## src/rtl/uart_pkg.sv

```systemverilog
// Shared UART definitions: parity modes, receiver states and the parity helper
// used by both the transmitter and the receiver.
package uart_pkg;

    localparam int PARITY_NONE = 0;
    localparam int PARITY_EVEN = 1;
    localparam int PARITY_ODD  = 2;

    // Widest supported data word; narrower words are zero-extended before parity.
    localparam int MAX_DATA_BITS = 9;

    typedef enum logic [2:0] {
        IDLE,
        START,
        DATA,
        PARITY,
        STOP
    } rx_state_t;

    function automatic logic calc_parity(input logic [MAX_DATA_BITS-1:0] data,
                                         input int                       ptype);
        logic x;
        x = ^data;
        return (ptype == PARITY_ODD) ? ~x : x;
    endfunction

endpackage

```

## src/rtl/uart_rx_sampler.sv

```systemverilog
// Line conditioning for the UART receiver: 2-flop synchroniser, plus a 3-tap
// majority filter when UART_RX_MAJORITY_VOTE_EN is defined (adds one clock).
module uart_rx_sampler (
    input  logic i_clk,
    input  logic i_rst,
    input  logic i_serial_rx,
    output logic rx_s
);

    logic sync_p0;
    logic sync_p1;

    // Line idles high, so the synchroniser resets to 1 to avoid a false start.
    always_ff @(posedge i_clk or posedge i_rst) begin
        if (i_rst) begin
            sync_p0 <= 1'b1;
            sync_p1 <= 1'b1;
        end else begin
            sync_p0 <= i_serial_rx;
            sync_p1 <= sync_p0;
        end
    end

`ifdef UART_RX_MAJORITY_VOTE_EN
    logic tap_p2;
    logic tap_p3;

    // Vote window is centred on tap_p2, so every decision lands one clock later.
    always_ff @(posedge i_clk or posedge i_rst) begin
        if (i_rst) begin
            tap_p2 <= 1'b1;
            tap_p3 <= 1'b1;
        end else begin
            tap_p2 <= sync_p1;
            tap_p3 <= tap_p2;
        end
    end

    assign rx_s = (sync_p1 & tap_p2) | (sync_p1 & tap_p3) | (tap_p2 & tap_p3);
`else
    assign rx_s = sync_p1;
`endif

endmodule

```

## src/rtl/uart_rx.sv

```systemverilog
// UART receiver: oversampled mid-bit capture of start/data/parity/stop bits with
// parity and framing error flags. Optional UART_RX_MAJORITY_VOTE_EN sample voting.
module uart_rx
    import uart_pkg::*;
#(
    parameter int P_DATA_BITS    = 8,
    parameter int P_PARITY_TYPE  = 0,
    parameter int P_STOP_BITS    = 1,
    parameter int P_CLKS_PER_BIT = 16
) (
    input  logic                   i_clk,
    input  logic                   i_rst,
    input  logic                   i_serial_rx,
    output logic [P_DATA_BITS-1:0] o_rx_data,
    output logic                   o_rx_data_valid,
    output logic                   o_parity_err,
    output logic                   o_frame_err,
    output logic                   o_rx_busy
);

    localparam int CNT_W = $clog2(P_CLKS_PER_BIT);
    localparam int BIT_W = $clog2(P_DATA_BITS + 1);

    localparam logic [CNT_W-1:0] HALF_M1   = CNT_W'(P_CLKS_PER_BIT / 2 - 1);
    localparam logic [CNT_W-1:0] FULL_M1   = CNT_W'(P_CLKS_PER_BIT - 1);
    localparam logic [BIT_W-1:0] LAST_DATA = BIT_W'(P_DATA_BITS - 1);
    localparam logic [BIT_W-1:0] STOP_DONE = BIT_W'(P_STOP_BITS);
    localparam bit               HAS_PARITY = (P_PARITY_TYPE != PARITY_NONE);

    logic                     rx_s;
    rx_state_t                state;
    logic [CNT_W-1:0]         clk_cnt;
    logic [BIT_W-1:0]         bit_cnt;
    logic [P_DATA_BITS-1:0]   shreg;
    logic [MAX_DATA_BITS-1:0] shreg_ext;
    logic                     par_err;
    logic                     frm_err;
    logic                     armed;
    logic                     bit_tick;

    uart_rx_sampler u_sampler (
        .i_clk       (i_clk),
        .i_rst       (i_rst),
        .i_serial_rx (i_serial_rx),
        .rx_s        (rx_s)
    );

    assign shreg_ext = MAX_DATA_BITS'(shreg);
    assign bit_tick  = (clk_cnt == FULL_M1);

    always_ff @(posedge i_clk or posedge i_rst) begin
        if (i_rst) begin
            state           <= IDLE;
            clk_cnt         <= '0;
            bit_cnt         <= '0;
            shreg           <= '0;
            par_err         <= 1'b0;
            frm_err         <= 1'b0;
            armed           <= 1'b1;
            o_rx_data       <= '0;
            o_rx_data_valid <= 1'b0;
            o_parity_err    <= 1'b0;
            o_frame_err     <= 1'b0;
            o_rx_busy       <= 1'b0;
        end else begin
            o_rx_data_valid <= 1'b0;
            case (state)
                IDLE: begin
                    clk_cnt <= '0;
                    bit_cnt <= '0;
                    // After a framing error (e.g. a break) the line must go high
                    // before another falling edge can count as a start bit.
                    if (!armed) begin
                        if (rx_s) armed <= 1'b1;
                    end else if (!rx_s) begin
                        state     <= START;
                        o_rx_busy <= 1'b1;
                    end
                end

                START: begin
                    if (clk_cnt == HALF_M1) begin
                        clk_cnt <= '0;
                        if (rx_s) begin
                            state     <= IDLE;
                            o_rx_busy <= 1'b0;
                        end else begin
                            state   <= DATA;
                            par_err <= 1'b0;
                            frm_err <= 1'b0;
                        end
                    end else begin
                        clk_cnt <= clk_cnt + 1'b1;
                    end
                end

                DATA: begin
                    if (bit_tick) begin
                        clk_cnt <= '0;
                        shreg   <= {rx_s, shreg[P_DATA_BITS-1:1]};
                        if (bit_cnt == LAST_DATA) begin
                            bit_cnt <= '0;
                            if (HAS_PARITY) state <= PARITY;
                            else            state <= STOP;
                        end else begin
                            bit_cnt <= bit_cnt + 1'b1;
                        end
                    end else begin
                        clk_cnt <= clk_cnt + 1'b1;
                    end
                end

                PARITY: begin
                    if (bit_tick) begin
                        clk_cnt <= '0;
                        par_err <= rx_s ^ calc_parity(shreg_ext, P_PARITY_TYPE);
                        state   <= STOP;
                    end else begin
                        clk_cnt <= clk_cnt + 1'b1;
                    end
                end

                STOP: begin
                    // Present the frame one clock after the last stop sample rather
                    // than waiting out the stop bit, so back-to-back frames are caught.
                    if (bit_cnt == STOP_DONE) begin
                        state           <= IDLE;
                        clk_cnt         <= '0;
                        bit_cnt         <= '0;
                        o_rx_busy       <= 1'b0;
                        o_rx_data       <= shreg;
                        o_parity_err    <= par_err;
                        o_frame_err     <= frm_err;
                        o_rx_data_valid <= 1'b1;
                        armed           <= ~frm_err;
                    end else if (bit_tick) begin
                        clk_cnt <= '0;
                        bit_cnt <= bit_cnt + 1'b1;
                        if (!rx_s) frm_err <= 1'b1;
                    end else begin
                        clk_cnt <= clk_cnt + 1'b1;
                    end
                end

                default: begin
                    state     <= IDLE;
                    clk_cnt   <= '0;
                    bit_cnt   <= '0;
                    o_rx_busy <= 1'b0;
                end
            endcase
        end
    end

endmodule

```

## config.mk

```make
export PLATFORM = sky130hd
export DESIGN_NAME = uart_rx
export DESIGN_NICKNAME = d
export VERILOG_FILES = /design/src/rtl/uart_pkg.sv /design/src/rtl/uart_rx_sampler.sv /design/src/rtl/uart_rx.sv
export SDC_FILE = /design/constraint.sdc
export NUM_CORES = 1
export LEC_CHECK = 0
export ABC_CLOCK_PERIOD_IN_PS = 4300
export CORE_MARGIN = 5
export CORE_UTILIZATION = 25
export CTS_CLUSTER_SIZE = 30
export DETAILED_ROUTE_END_ITERATION = 6
export MAX_ROUTING_LAYER = met4
export SETUP_SLACK_MARGIN = 0.4
export SYNTH_ARGS = -nofsm -noshare
export SYNTH_HDL_FRONTEND = slang
export SYNTH_SLANG_ARGS = --single-unit
```

## constraint.sdc

```tcl
create_clock -name i_clk -period 4.3 [get_ports i_clk]
set_clock_uncertainty 0.05 [all_clocks]
set_input_delay 1.29 -clock i_clk [delete_from_list [all_inputs] [get_ports i_clk]]
set_output_delay 1.29 -clock i_clk [all_outputs]
set_load 0.02 [all_outputs]
```

==> Word-level counts from Yosys, hierarchy flattened <==
Index checks and enable logic that the tools add are counted.
{ "classes": {"bitwise": 4, "add_sub_neg": 2, "muxes": 37, "n_reduce_logical": 15, "n_eq_ne": 21} }
{ "op_table": {"columns": ["op", "count"], "rows": [
  ["2-to-1 mux 4 bit", 7],
  ["case mux 4 bit (3 select lines)", 2],
  ["inequality test 2 bit (second input constant)", 11],
  ["2-to-1 mux 3 bit", 7],
  ["2-to-1 mux 1 bit", 15],
  ["case mux 3 bit (5 select lines)", 1],
  ["AND reduction 6 bit", 2],
  ["XOR reduction 9 bit", 1],
  ["adder 4 x 1 -> 4 bit (second input constant)", 2],
  ["equality test 4 x 3 -> 1 bit (second input constant)", 2],
  ["AND reduction 7 bit", 1],
  ["equality test 3 x 2 -> 1 bit (second input constant)", 2],
  ["case mux 1 bit (2 select lines)", 3],
  ["AND reduction 2 bit", 3],
  ["nonzero test 2 bit", 3],
  ["equality test 4 x 1 -> 1 bit (second input constant)", 1],
  ["equality test 4 bit (second input constant)", 1],
  ["case mux 1 bit (4 select lines)", 1],
  ["AND reduction 4 bit", 1],
  ["OR reduction 2 bit", 2],
  ["equality test 3 x 1 -> 1 bit (second input constant)", 1],
  ["equality test 3 bit (second input constant)", 1],
  ["zero test 3 bit", 1],
  ["inequality test 3 bit (second input constant)", 1],
  ["5 further kinds", 7]
]} }
{ "word_totals": {"elab_cells": 93, "register_bits": 36} }

==> Longest topological paths before layout <==
{ "logic_depth": {"word_depth": 4, "mapped_depth": 7} }

==> Cells and area by module <==
Synthesis repeated with hierarchy kept, for this count alone.
{ "hier_totals": {"hier_cells": 150, "area_unflattened_um2": 1800.5} }
{ "by_module_without_submodules": {"columns": ["module", "seq_area_each_um2", "n_inst", "cells_per_inst", "area_each_um2"], "rows": [
  ["uart_rx", 852.1, 1, 147, 1744.2],
  ["uart_rx_sampler", 52.6, 1, 3, 56.3]
]} }

==> Least setup slack after synthesis <==
Ideal clock, no wire load.
{ "synth_path": {"kind": "register to output", "from": "register o_frame_err", "to": "output port o_frame_err", "path_slack_ps": 2535, "stages_incl_launch_ff": 1, "n_path_buf": 0, "required_ps": 2960, "t_arrival_ps": 425, "path_cell_list": "dfrtp_1"} }
{ "synth_rtl": {"columns": ["element", "line_no", "text"], "rows": [
  ["start: declaration", "uart_rx.sv:17", "output logic o_frame_err,"],
  ["start signal: assignment", "uart_rx.sv:133", "o_frame_err <= frm_err;"]
]} }
No word-level cell between the ends.

==> Final worst setup path <==
{ "layout_path": {"from": "register o_rx_busy", "to": "output port o_rx_busy"} }
{ "layout_rtl": {"columns": ["element", "line_no", "text"], "rows": [
  ["start: declaration", "uart_rx.sv:18", "output logic o_rx_busy"],
  ["start signal: assignment", "uart_rx.sv:64", "o_rx_busy <= 1'b0;"],
  ["start signal: assignment", "uart_rx.sv:77", "o_rx_busy <= 1'b1;"],
  ["start signal: assignment", "uart_rx.sv:86", "o_rx_busy <= 1'b0;"]
]} }
No word-level cell between the ends.

==> flow_metrics.tcl <==
set metrics [dict create \
    via_count 1147 \
    synth_area_um2 1760 \
    drive_above_1_share_pct 13.5 \
    slew_violations 0 \
    grt_pass1_wl_um 5730 \
    fmax_mhz 385 \
    post-route-min-period_ns 2.59 \
    dieHeight_um 93.9 \
    root_buffer "clkbuf_8" \
    placed_cells 258 \
    combPwrFrac_pct 24.8 \
    grt_max_degree 37 \
    yosys_register_bits 36 \
    startpoint_type "flip-flop" \
    status "finished clean" \
    wl_per_cell_um 11.7 \
    core_area_um2 6830 \
    grt_pass1_vias 1147 \
    netSwitchingFraction_pct 32.1 \
    ctsLongestPathBuffers 2 \
    row_count 30 \
    netlist_instances 152 \
    numCtsBuffers 5 \
    synth.distinct_cells 42 \
    power_w 0.00102 \
    power_density_nw_per_um2 477 \
    critPathTopFamily "buffers and inverters" \
    async_reset_ff_share_pct 100 \
    syn_area_per_cell_um2 11.6 \
    die_w_um 93.9 \
    leakage_nw 0.980 \
    yosysSeqAreaShare_pct 51.4 \
    relSlewSlack_pct 62.3 \
    timing.final.crit_share_pct 60.3 \
    utilization_pct 31.2 \
    drv_cap 0 \
    yosysMostFrequentCell "dfrtp_1" \
    post_cts_buffers 0 \
    synthesis.nets 158 \
    worstSetupEndpointType "output pin" \
    synth.largest_area_cell "dfrtp_1" \
    synth.top_cells.by_count "dfrtp_1, mux2_1, a21oi_1, nand2_1, xnor2_1" \
    ant_nets 0 \
    slowest_delay_ns 0.61 \
    rsz0062_at_grt "false" \
    ys_warn_count 0 \
    antennaDiodeCount 0 \
    synthFlopType "dfrtp_1" \
    drc 0 \
    setup-tns-final_ns 0 \
    cts.reportedPaths.clkPinSlew_ns 0.07 \
    cp_num_buf_inv 1 \
    crit_chain "clkdlybuf4s50_1" \
    hpwlAfterDp_um 2190 \
    fin_nets 175 \
    portBuffers 14 \
    overflow 0 \
    vias_per_cell 4.31 \
    ctsHtreeMaxLevel 2 \
    switchingPower_w 0.000327 \
    p_int_w 0.000690 \
    route.top_layer_used "met4" \
    cts_tree "built" \
    ir_drop_uv 252 \
    postCtsHoldBufs 0 \
    crit_type "reg -> out" \
    synth_edf_count 0 \
    io_pins 15 \
    arrival_ns 1.25 \
    fillers 740 \
    cpMaxStageDelayCell "clkdlybuf4s50_1" \
    grt_usage_pct 8.37 \
    wl_met2_um 1280 \
    hold_path.class "reg -> reg" \
    yosysTopAreaCellShare_pct 46.9 \
    cts_resized 0 \
    antenna_found_initial 0 \
    crit_fanout 2 \
    routed_wirelength_um 3120 \
    wl_met1_um 1680 \
    insertion_delay_ns 0.29 \
    worstMarginPinSlew_ns 0.565 \
    start_util_pct 25.8 \
    die-area_um2 8820 \
    gp_congestion 0.777 \
    fin_cells 266 \
    pwr-share-seq_pct 43.3 \
    routed-wl-met3_um 133 \
    drt_iter0_drc 85 \
    final_hold_viol_count 0 \
    yosys-top-cells-area "dfrtp_1, mux2_1, dfstp_2, xnor2_1, a21oi_1" \
    setup_violations 0 \
    cts.sinks 36 \
    worst-endpoint-required_ns 2.96 \
    power_frac_clock_pct 31.9 \
    area_delta_synth_final_pct 21.0 \
    dr.pass1.iters 4 \
]
[per-stage QoR]
stage | setup slack [ns] | hold WS, ns | instance area [µm²]
2_1_floorplan | 2.16 | 0.295 | 1760
3_3_place_gp | 2.02 | 0.296 | 2000
3_5_place_dp | 2.02 | 0.305 | 2000
4_1_cts | 1.69 | 0.316 | 2130
5_1_grt | 1.63 | 0.318 | 2130
6_report | 1.71 | 0.310 | 2130
[power groups by stage]
stage	combinational, W	clock (W)	sequential (W)
floorplan	0.000228	0	0.000414
global placement	0.000252	0	0.000444
detailed placement	0.000254	0	0.000445
CTS	0.000255	0.000335	0.000440
global route	0.000287	0.000353	0.000450
finish	0.000252	0.000325	0.000440
[cell type report]
cell class	count	area (µm²)	share of cell area, %
repair buffers	15	148	6.93
flip-flops and latches	36	905	42.5
multi-input cells	101	795	37.3
well taps	96	120	5.64
clock inverters	1	30.0	1.41
clock buffers	7	96.3	4.52
inverters	10	37.5	1.76
[per-layer routing]
metal  up-vias  global-route usage, %
met3         3                   3.21
li1        577                      -
met2        21                   11.1
met1       546                   11.7
met4         0                   2.53
met5         -                      -
[placed cells by master (no fill, tap or decap), types with 2 or more instances in the layout]
cell type / count
inv_2: 3
dfrtp_1: 33
a2bb2oi_1: 2
xor2_1: 2
nor2_1: 5
o21bai_1: 2
and2_1: 2
o21ai_1: 4
a21oi_1: 9
nand2b_1: 4
a22oi_1: 2
inv_1: 7
nor3_1: 2
clkdlybuf4s50_1: 14
dfstp_2: 3
o31ai_1: 2
xnor2_1: 8
o22ai_1: 2
o41ai_1: 2
clkbuf_8: 7
ha_1: 3
mux2_1: 17
nand2_1: 9
nand3_1: 6
[kinds of logic (layout without fill, tap and decap cells)]
logic type,after synthesis,in the layout,share of synthesized area [%]
xor+xnor,10,10,4.98
flops,36,36,51.4
fa+ha+maj,3,3,2.13
compound gates,34,34,13.8
buf+inv,15,33,3.48
mux,17,17,10.9
simple gates,37,37,13.4
[final timing paths]
check,from,end,slack (ns),cells after the start
worst max register to register,state[2],shreg[1],2.35,3
worst max-delay path,o_rx_busy,o_rx_busy,1.71,1
worst min-delay path,u_sampler.sync_p0,u_sampler.rx_s,0.31,0
worst min register to register,u_sampler.sync_p0,u_sampler.rx_s,0.31,0
max in group asynchronous,i_rst,u_sampler.rx_s,2.52,3
min in group asynchronous,i_rst,bit_cnt[3],1.35,3
[sequential cells by signal, summed over array words and instances (netlist names), 3 cells and up]
signal	count
bit_cnt	4
o_rx_data	8
state	3
clk_cnt	4
shreg	8
No activity file was read; power rests on OpenSTA's default activity.
